<file path="config.mk">
export PLATFORM = sky130hd
export DESIGN_NAME = oam_dma
export DESIGN_NICKNAME = d
export VERILOG_FILES = /design/src/rtl/oam_dma.sv
export SDC_FILE = /design/constraint.sdc
export NUM_CORES = 1
export LEC_CHECK = 0
export BUFFER_PORTS_ARGS = -buffer_cell sky130_fd_sc_hd__buf_2
export CAP_MARGIN = 20
export CORE_UTILIZATION = 40
export CTS_CLUSTER_SIZE = 40
export DETAILED_ROUTE_END_ITERATION = 10
export PLACE_DENSITY = 0.77
export SLEW_MARGIN = 25
export SYNTH_ARGS = -nofsm -noshare
export SYNTH_HDL_FRONTEND = slang
export SYNTH_SLANG_ARGS = --single-unit
</file>
<file path="constraint.sdc">
create_clock -name i_clk -period 1.77 [get_ports i_clk]
set_input_delay 0.0885 -clock i_clk [delete_from_list [all_inputs] [get_ports i_clk]]
set_output_delay 0.0885 -clock i_clk [all_outputs]
set_load 0.01 [all_outputs]
</file>
<file path="src/rtl/oam_dma.sv">
// rtl/oam_dma.sv - sprite DMA controller and cpu/mem bus arbiter
// Copies one 256-byte page to the OAM data port while holding the cpu off the bus.
module oam_dma #(
   parameter logic [15:0] DMA_REG  = 16'h4014,
   parameter logic [15:0] OAM_DATA = 16'h2004
) (
   input  logic        i_clk,
   input  logic        i_rst,
   input  logic [15:0] i_cpu_addr,
   input  logic        i_cpu_wen,
   input  logic [7:0]  i_cpu_wdata,
   output logic        o_cpu_rdy,
   output logic [15:0] o_mem_addr,
   output logic        o_mem_wen,
   output logic [7:0]  o_mem_wdata,
   input  logic [7:0]  i_mem_rdata,
   output logic        o_dma_active
);

   typedef enum logic [2:0] {
      S_IDLE,
      S_HALT,
      S_ALIGN,
      S_READ,
      S_WRITE
   } state_t;

   state_t     r_state;
   state_t     w_next;
   logic [7:0] r_page;
   logic [7:0] r_idx;
   logic       r_parity;
   logic       w_start;

   assign w_start = (r_state == S_IDLE) && i_cpu_wen && (i_cpu_addr == DMA_REG);

   always_ff @(posedge i_clk or posedge i_rst) begin
      if (i_rst) begin
         r_state  <= S_IDLE;
         r_page   <= 8'h00;
         r_idx    <= 8'h00;
         r_parity <= 1'b0;
      end else begin
         r_state  <= w_next;
         r_parity <= ~r_parity;
         if (w_start) begin
            r_page <= i_cpu_wdata;
            r_idx  <= 8'h00;
         end else if (r_state == S_WRITE) begin
            // 8-bit wrap keeps the source inside the page and leaves idx=0 when done
            r_idx <= r_idx + 8'h01;
         end
      end
   end

   always_comb begin
      w_next = r_state;
      case (r_state)
         S_IDLE:  if (w_start) w_next = S_HALT;
         S_HALT:  w_next = r_parity ? S_READ : S_ALIGN;
         S_ALIGN: w_next = S_READ;
         S_READ:  w_next = S_WRITE;
         S_WRITE: w_next = (r_idx == 8'hFF) ? S_IDLE : S_READ;
         default: w_next = S_IDLE;
      endcase
   end

   always_comb begin
      o_mem_addr  = i_cpu_addr;
      o_mem_wen   = 1'b0;
      o_mem_wdata = i_cpu_wdata;
      case (r_state)
         S_IDLE: begin
            o_mem_wen = i_cpu_wen;
         end
         S_READ: begin
            o_mem_addr = {r_page, r_idx};
         end
         S_WRITE: begin
            // read data arrives one cycle after the READ address and is forwarded as-is
            o_mem_addr  = OAM_DATA;
            o_mem_wen   = 1'b1;
            o_mem_wdata = i_mem_rdata;
         end
         default: begin
            o_mem_wen = 1'b0;
         end
      endcase
   end

   assign o_cpu_rdy    = (r_state == S_IDLE);
   assign o_dma_active = (r_state != S_IDLE);

endmodule

</file>
# Yosys cells after proc, flatten, opt, wreduce, memory -nomap -nowiden
# Index checks and enable logic that the tools add are counted.
# word_totals
elab_cells	27
regBits	20
output_inout_bits	27
# classes
n_reduce_logical	5
n_mux	9
bitwise	1
eq_ne	7
addsub	1
# op_table
op	count
one-hot mux 16 bit (2 select lines)	1
two-way mux 8 bit	3
equality test 16 x 15 -> 1 bit, second input constant	1
one-hot mux 3 bit (5 select lines)	1
adder 8 x 1 -> 8 bit, second input constant	1
equality test 8 bit, second input constant	1
equality test 3 x 2 -> 1 bit, second input constant	2
equality test 3 x 1 -> 1 bit, second input constant	1
equality test 3 bit, second input constant	1
logical NOT 3 bit	1
two-way mux 3 bit	1
nonzero test 3 bit	1
logical AND 1 bit	2
two-way mux 2 bit	1
inequality test 2 x 1 -> 1 bit, second input constant	1
one-hot mux 1 bit (2 select lines)	1
nonzero test 2 bit	1
two-way mux 1 bit	1
inverter 1 bit	1

# Depth between registers and ports, before layout
# depth
depth_word	5
ltp_mapped	7
mapped_depth_nobuf	5

# Worst setup path before layout
# OpenSTA, ideal clock, no wires.
# synth_path
path_type	register -> register
startpoint	reg r_state[1]
endpoint	reg r_page[7]
t_required_ns	1.645
t_arrival_ns	1.683
synth_period_minus_slack_ns	1.808
stages_incl_launch_ff	8
setup_slack_ns	-0.038
n_path_buf	2
cell_sequence	dfrtp_1 -> nor3_2 -> inv_2 -> nor3_2 -> and4_1 -> buf_6 -> buf_12 -> mux2_4
# synth_between
elab_chain_cells	3
# synth_rtl
element	line_no	text
from (decl)	28	state_t r_state;
from (signal assigned)	44	r_state <= w_next;
logical NOT 3 bit	-	
named net o_cpu_rdy	12	output logic o_cpu_rdy,
logical AND 1 bit (2 in series)	35	assign w_start = (r_state == S_IDLE) && i_cpu_wen && (i_cpu_addr == DMA_REG);
to (signal assigned)	47	r_page <= i_cpu_wdata;
to (decl)	30	logic [7:0] r_page;
# The timed path passes the listed nets, and every way through them passes these cells.
# A chain may end at the register's enable or synchronous reset.

# Final worst setup path
# layout_path
startpoint	reg r_state[1]
endpoint	out o_mem_wdata[0]
# layout_between
elab_chain_cells	2
# layout_rtl
element	line_no	text
equality test 3 bit	72	case (r_state)
two-way mux 8 bit	72	
to (decl)	15	output logic [7:0] o_mem_wdata,
# No other way between the ends.

==> run_results.csv <==
group,metric,value,unit
clock_network,htree_levels,1,
timing,fin_setup_tns,-0.3919,ns
floorplan,die_height,56.74,um
placed_design,post-place-ws,-0.1860,ns
power,switching_share,40.28,%
yosys,yosysSeqAreaShare,41.75,%
timing,tightest_slew,0.7490,ns
route,dr_total_vias,1200,
clock_network,cts.sinks,20,
route,ant_nets,0,
cells_and_area,final_cells,221,
power,powerDensity,1362,nW/um^2
route,drtPass1Iterations,7,
yosys,syn-cell-area,1199,um^2
yosys,synthesis.nets,148,
timing,setup_viol,27,
outcome,outcome,"finished with violations",
cells_and_area,fillers,223,
worst_setup_path,cp.required,1.68,ns
placed_design,place_congestion,0.8011,
floorplan,io_pins,62,
worst_setup_path,crit_fanout,6,
power,comb_power_share,62.3,%
clock_network,clk_latency,0.30,ns
clock_network,numCtsBuffers,3,
clock_network,cts_tree,"built",
clock_network,cts_root_buffer,"clkbuf_4",
power,p_clk_share,8.5,%
power,switching_power,0.001027,W
global_route,grt_max_degree,21,
route,drc,6,
cells_and_area,layout-drive-gt1-share,57.89,%
timing,clock_skew,0.004692,ns
worst_setup_path,criticalPathCategory,"reg2out",
floorplan,coreArea,2805,um^2
floorplan,num_rows,19,
cells_and_area,area_delta_synth_final,56.16,%
placed_design,hpwlAfterDp,2.163,mm
yosys,synth_cells,112,
cells_and_area,num-nets-final,228,
timing,hold_viol_final,0,
global_route,grt-ovfl-total,0,
route,wl_per_cell,15.06,um
floorplan,die_w,56.74,um
timing,period_needed,1.807,ns
worst_setup_path,setup.worst_path.end_class,"primary output",
cells_and_area,n_antenna_cell,0,
timing,slew_headroom,50.01,%
global_route,antenna_found_initial,0,
yosys,synth_cell_types,31,
global_route,grt_pass1_wl,5.354,mm
power,max-vdd-ir-drop,0.0006040,V
placed_design,dp_cells,202,
placed_design,io_buffers,61,
route,drtIter0Drc,27,
yosys,yosysWarnings,0,
clock_network,clk_pin_slew,0.11,ns
yosys,syn_area_per_cell,10.70,um^2
power,seq_power_share,29.3,%
timing,max_freq,553.4,MHz
hold_path,hp-class,"in2reg",
yosys,ys_seq_elements,20,
power,leakage,0.9430,nW
route,wl,3.328,mm
worst_setup_path,cp-start-kind,"register",
timing,fin_ws,-0.03704,ns
flow_run,drv_cap,0,
power,intPower,0.001523,W
worst_setup_path,cp.arrival,1.72,ns
timing,rsz0062_at_grt,"true",
floorplan,dieArea,3219,um^2
floorplan,initial_core_util,42.73,%
global_route,grt_pass1_vias,1149,
timing,period_share,102.1,%
clock_network,cts_buffer_depth,2,
timing,maxSlewViolCount,0,
outcome,violations,"design-rule violations, negative setup slack",
route,via_per_inst,5.430,
cells_and_area,finalCoreUtilization,66.73,%
global_route,grt_usage,22.12,%
==> logic make-up (layout without fill, tap and decap cells) <==
family	after synthesis	after routing	share of synthesized area [%]
mux	17	17	16.18
buf+inv	10	88	5.427
flops	20	20	41.75
xor+xnor	8	8	5.846
fa+ha+maj	1	1	1.044
simple gates	37	37	17.12
compound gates	19	19	12.63
==> power groups by stage <==
stage | logic, W | registers (W) | clock network [W]
after global placement | 0.00112 | 0.000753 | 0
after global routing | 0.00171 | 0.000765 | 0.000250
final | 0.00159 | 0.000746 | 0.000216
after CTS | 0.00157 | 0.000744 | 0.000222
after floorplan | 0.000781 | 0.000719 | 0
after detailed placement | 0.00114 | 0.000766 | 0
==> metrics by stage <==
| step | power (W) | hold WS [ns] | area, um^2 |
|---|---|---|---|
| 2_1_floorplan | 0.001500 | 0.05233 | 1205 |
| 3_5_place_dp | 0.001911 | 0.2597 | 1538 |
| 4_1_cts | 0.002534 | 0.02321 | 1823 |
| 5_1_grt | 0.002723 | 0.007898 | 1872 |
| 3_3_place_gp | 0.001874 | 0.2501 | 1538 |
| 6_report | 0.002549 | 0.02638 | 1872 |
==> critical path: stages, from the launching register on <==
cell	delay, ns
dfrtp_2	0.46
nor3b_4	0.22
buf_4	0.17
buf_16	0.11
mux2_2	0.32
buf_2	0.14
==> flip-flops by register name (all words and copies together), names as in the netlist <==
register	flops
r_parity	1
r_idx	8
r_page	8
r_state	3
==> metal layers <==
| metal | GRT usage, % | part of all wire (%) | up-vias |
|---|---|---|---|
| met1 | 28.40 | 43 | 587 |
| met3 | 2.765 | 4.2 | 6 |
| li1 | - | - | 565 |
| met5 | 0 | 0 | - |
| met2 | 37.41 | 51 | 42 |
| met4 | 9.408 | 1.7 | 0 |
==> final timing paths <==
kind | to | startpoint | slack, ns | cells after the start
worst max-delay path | o_mem_wdata[0] | r_state[1]$_DFFE_PP0P_ | -0.04 | 5
worst min-delay path | r_page[0]$_DFFE_PP0N_ | i_cpu_wdata[0] | 0.03 | 2
max in group asynchronous | r_state[2]$_DFFE_PP0P_ | i_rst | 0.80 | 3
worst min register to register | r_parity$_DFF_PP0_ | r_parity$_DFF_PP0_ | 0.42 | 1
min in group asynchronous | r_idx[7]$_DFFE_PP0P_ | i_rst | 0.45 | 3
worst max register to register | r_page[4]$_DFFE_PP0N_ | r_state[0]$_DFFE_PP0P_ | -0.01 | 7
==> cell type report <==
cell class | instances | area, um^2 | share of cell area (%)
repair buffers | 82 | 585.6 | 31.28
inverters | 3 | 11.26 | 0.6016
well taps | 31 | 38.79 | 2.072
clock buffers | 3 | 22.52 | 1.203
multi-input cells | 82 | 709.4 | 37.90
flip-flops and latches | 20 | 504.2 | 26.94
==> cell usage in the layout (no fill, tap or decap), types with 2 or more instances in the layout <==
| master | count |
|---|---|
| buf_2 | 55 |
| dfrtp_1 | 17 |
| mux2_4 | 14 |
| a22o_1 | 14 |
| buf_6 | 12 |
| nor2_1 | 11 |
| buf_4 | 9 |
| xor2_1 | 6 |
| nand2_1 | 5 |
| o21ai_0 | 4 |
| nand4_1 | 3 |
| nand3_1 | 3 |
| clkbuf_4 | 3 |
| dfrtp_2 | 3 |
| xnor2_1 | 2 |
| nor3_1 | 2 |
| nor4_1 | 2 |
| mux2_2 | 2 |
| inv_1 | 2 |
| buf_8 | 2 |
| buf_12 | 2 |
==> cells in the mapped netlist <==
master	instances	area (um^2)
dfrtp_1	20	500.5
mux2_2	15	168.9
a22o_1	14	122.6
nor2_1	12	45.04
xor2_1	6	52.55
nand2_1	5	18.77
o21ai_0	4	20.02
buf_2	3	15.01
nand3_1	3	15.01
nand4_1	3	18.77
and4_1	2	17.52
inv_1	2	7.510
nor3_1	2	10.01
nor3_2	2	20.02
nor4_1	2	12.51
xnor2_1	2	17.52
a2bb2oi_1	1	8.760
and2_1	1	6.260
and3_1	1	6.260
and3b_2	1	10.01
buf_1	1	3.750
buf_12	1	20.02
buf_6	1	11.26
clkbuf_1	1	3.750
ha_1	1	12.51
inv_2	1	3.750
mux2_4	1	15.01
mux2i_1	1	10.01
nand2b_1	1	6.260
nand4bb_1	1	11.26
nor3b_1	1	7.510
==> what timing repair did <==
item / CTS / global route
gates resized for setup: 30 / 7
hold endpoints to repair: 20 / 0
pin swaps: 4 / 0
endpoints found under the setup margin: 29 / 30
hold buffers: 1 / 0
setup buffers: 11 / 4
gates cloned: 1 / 0
No activity file was read; power rests on OpenSTA's default activity.
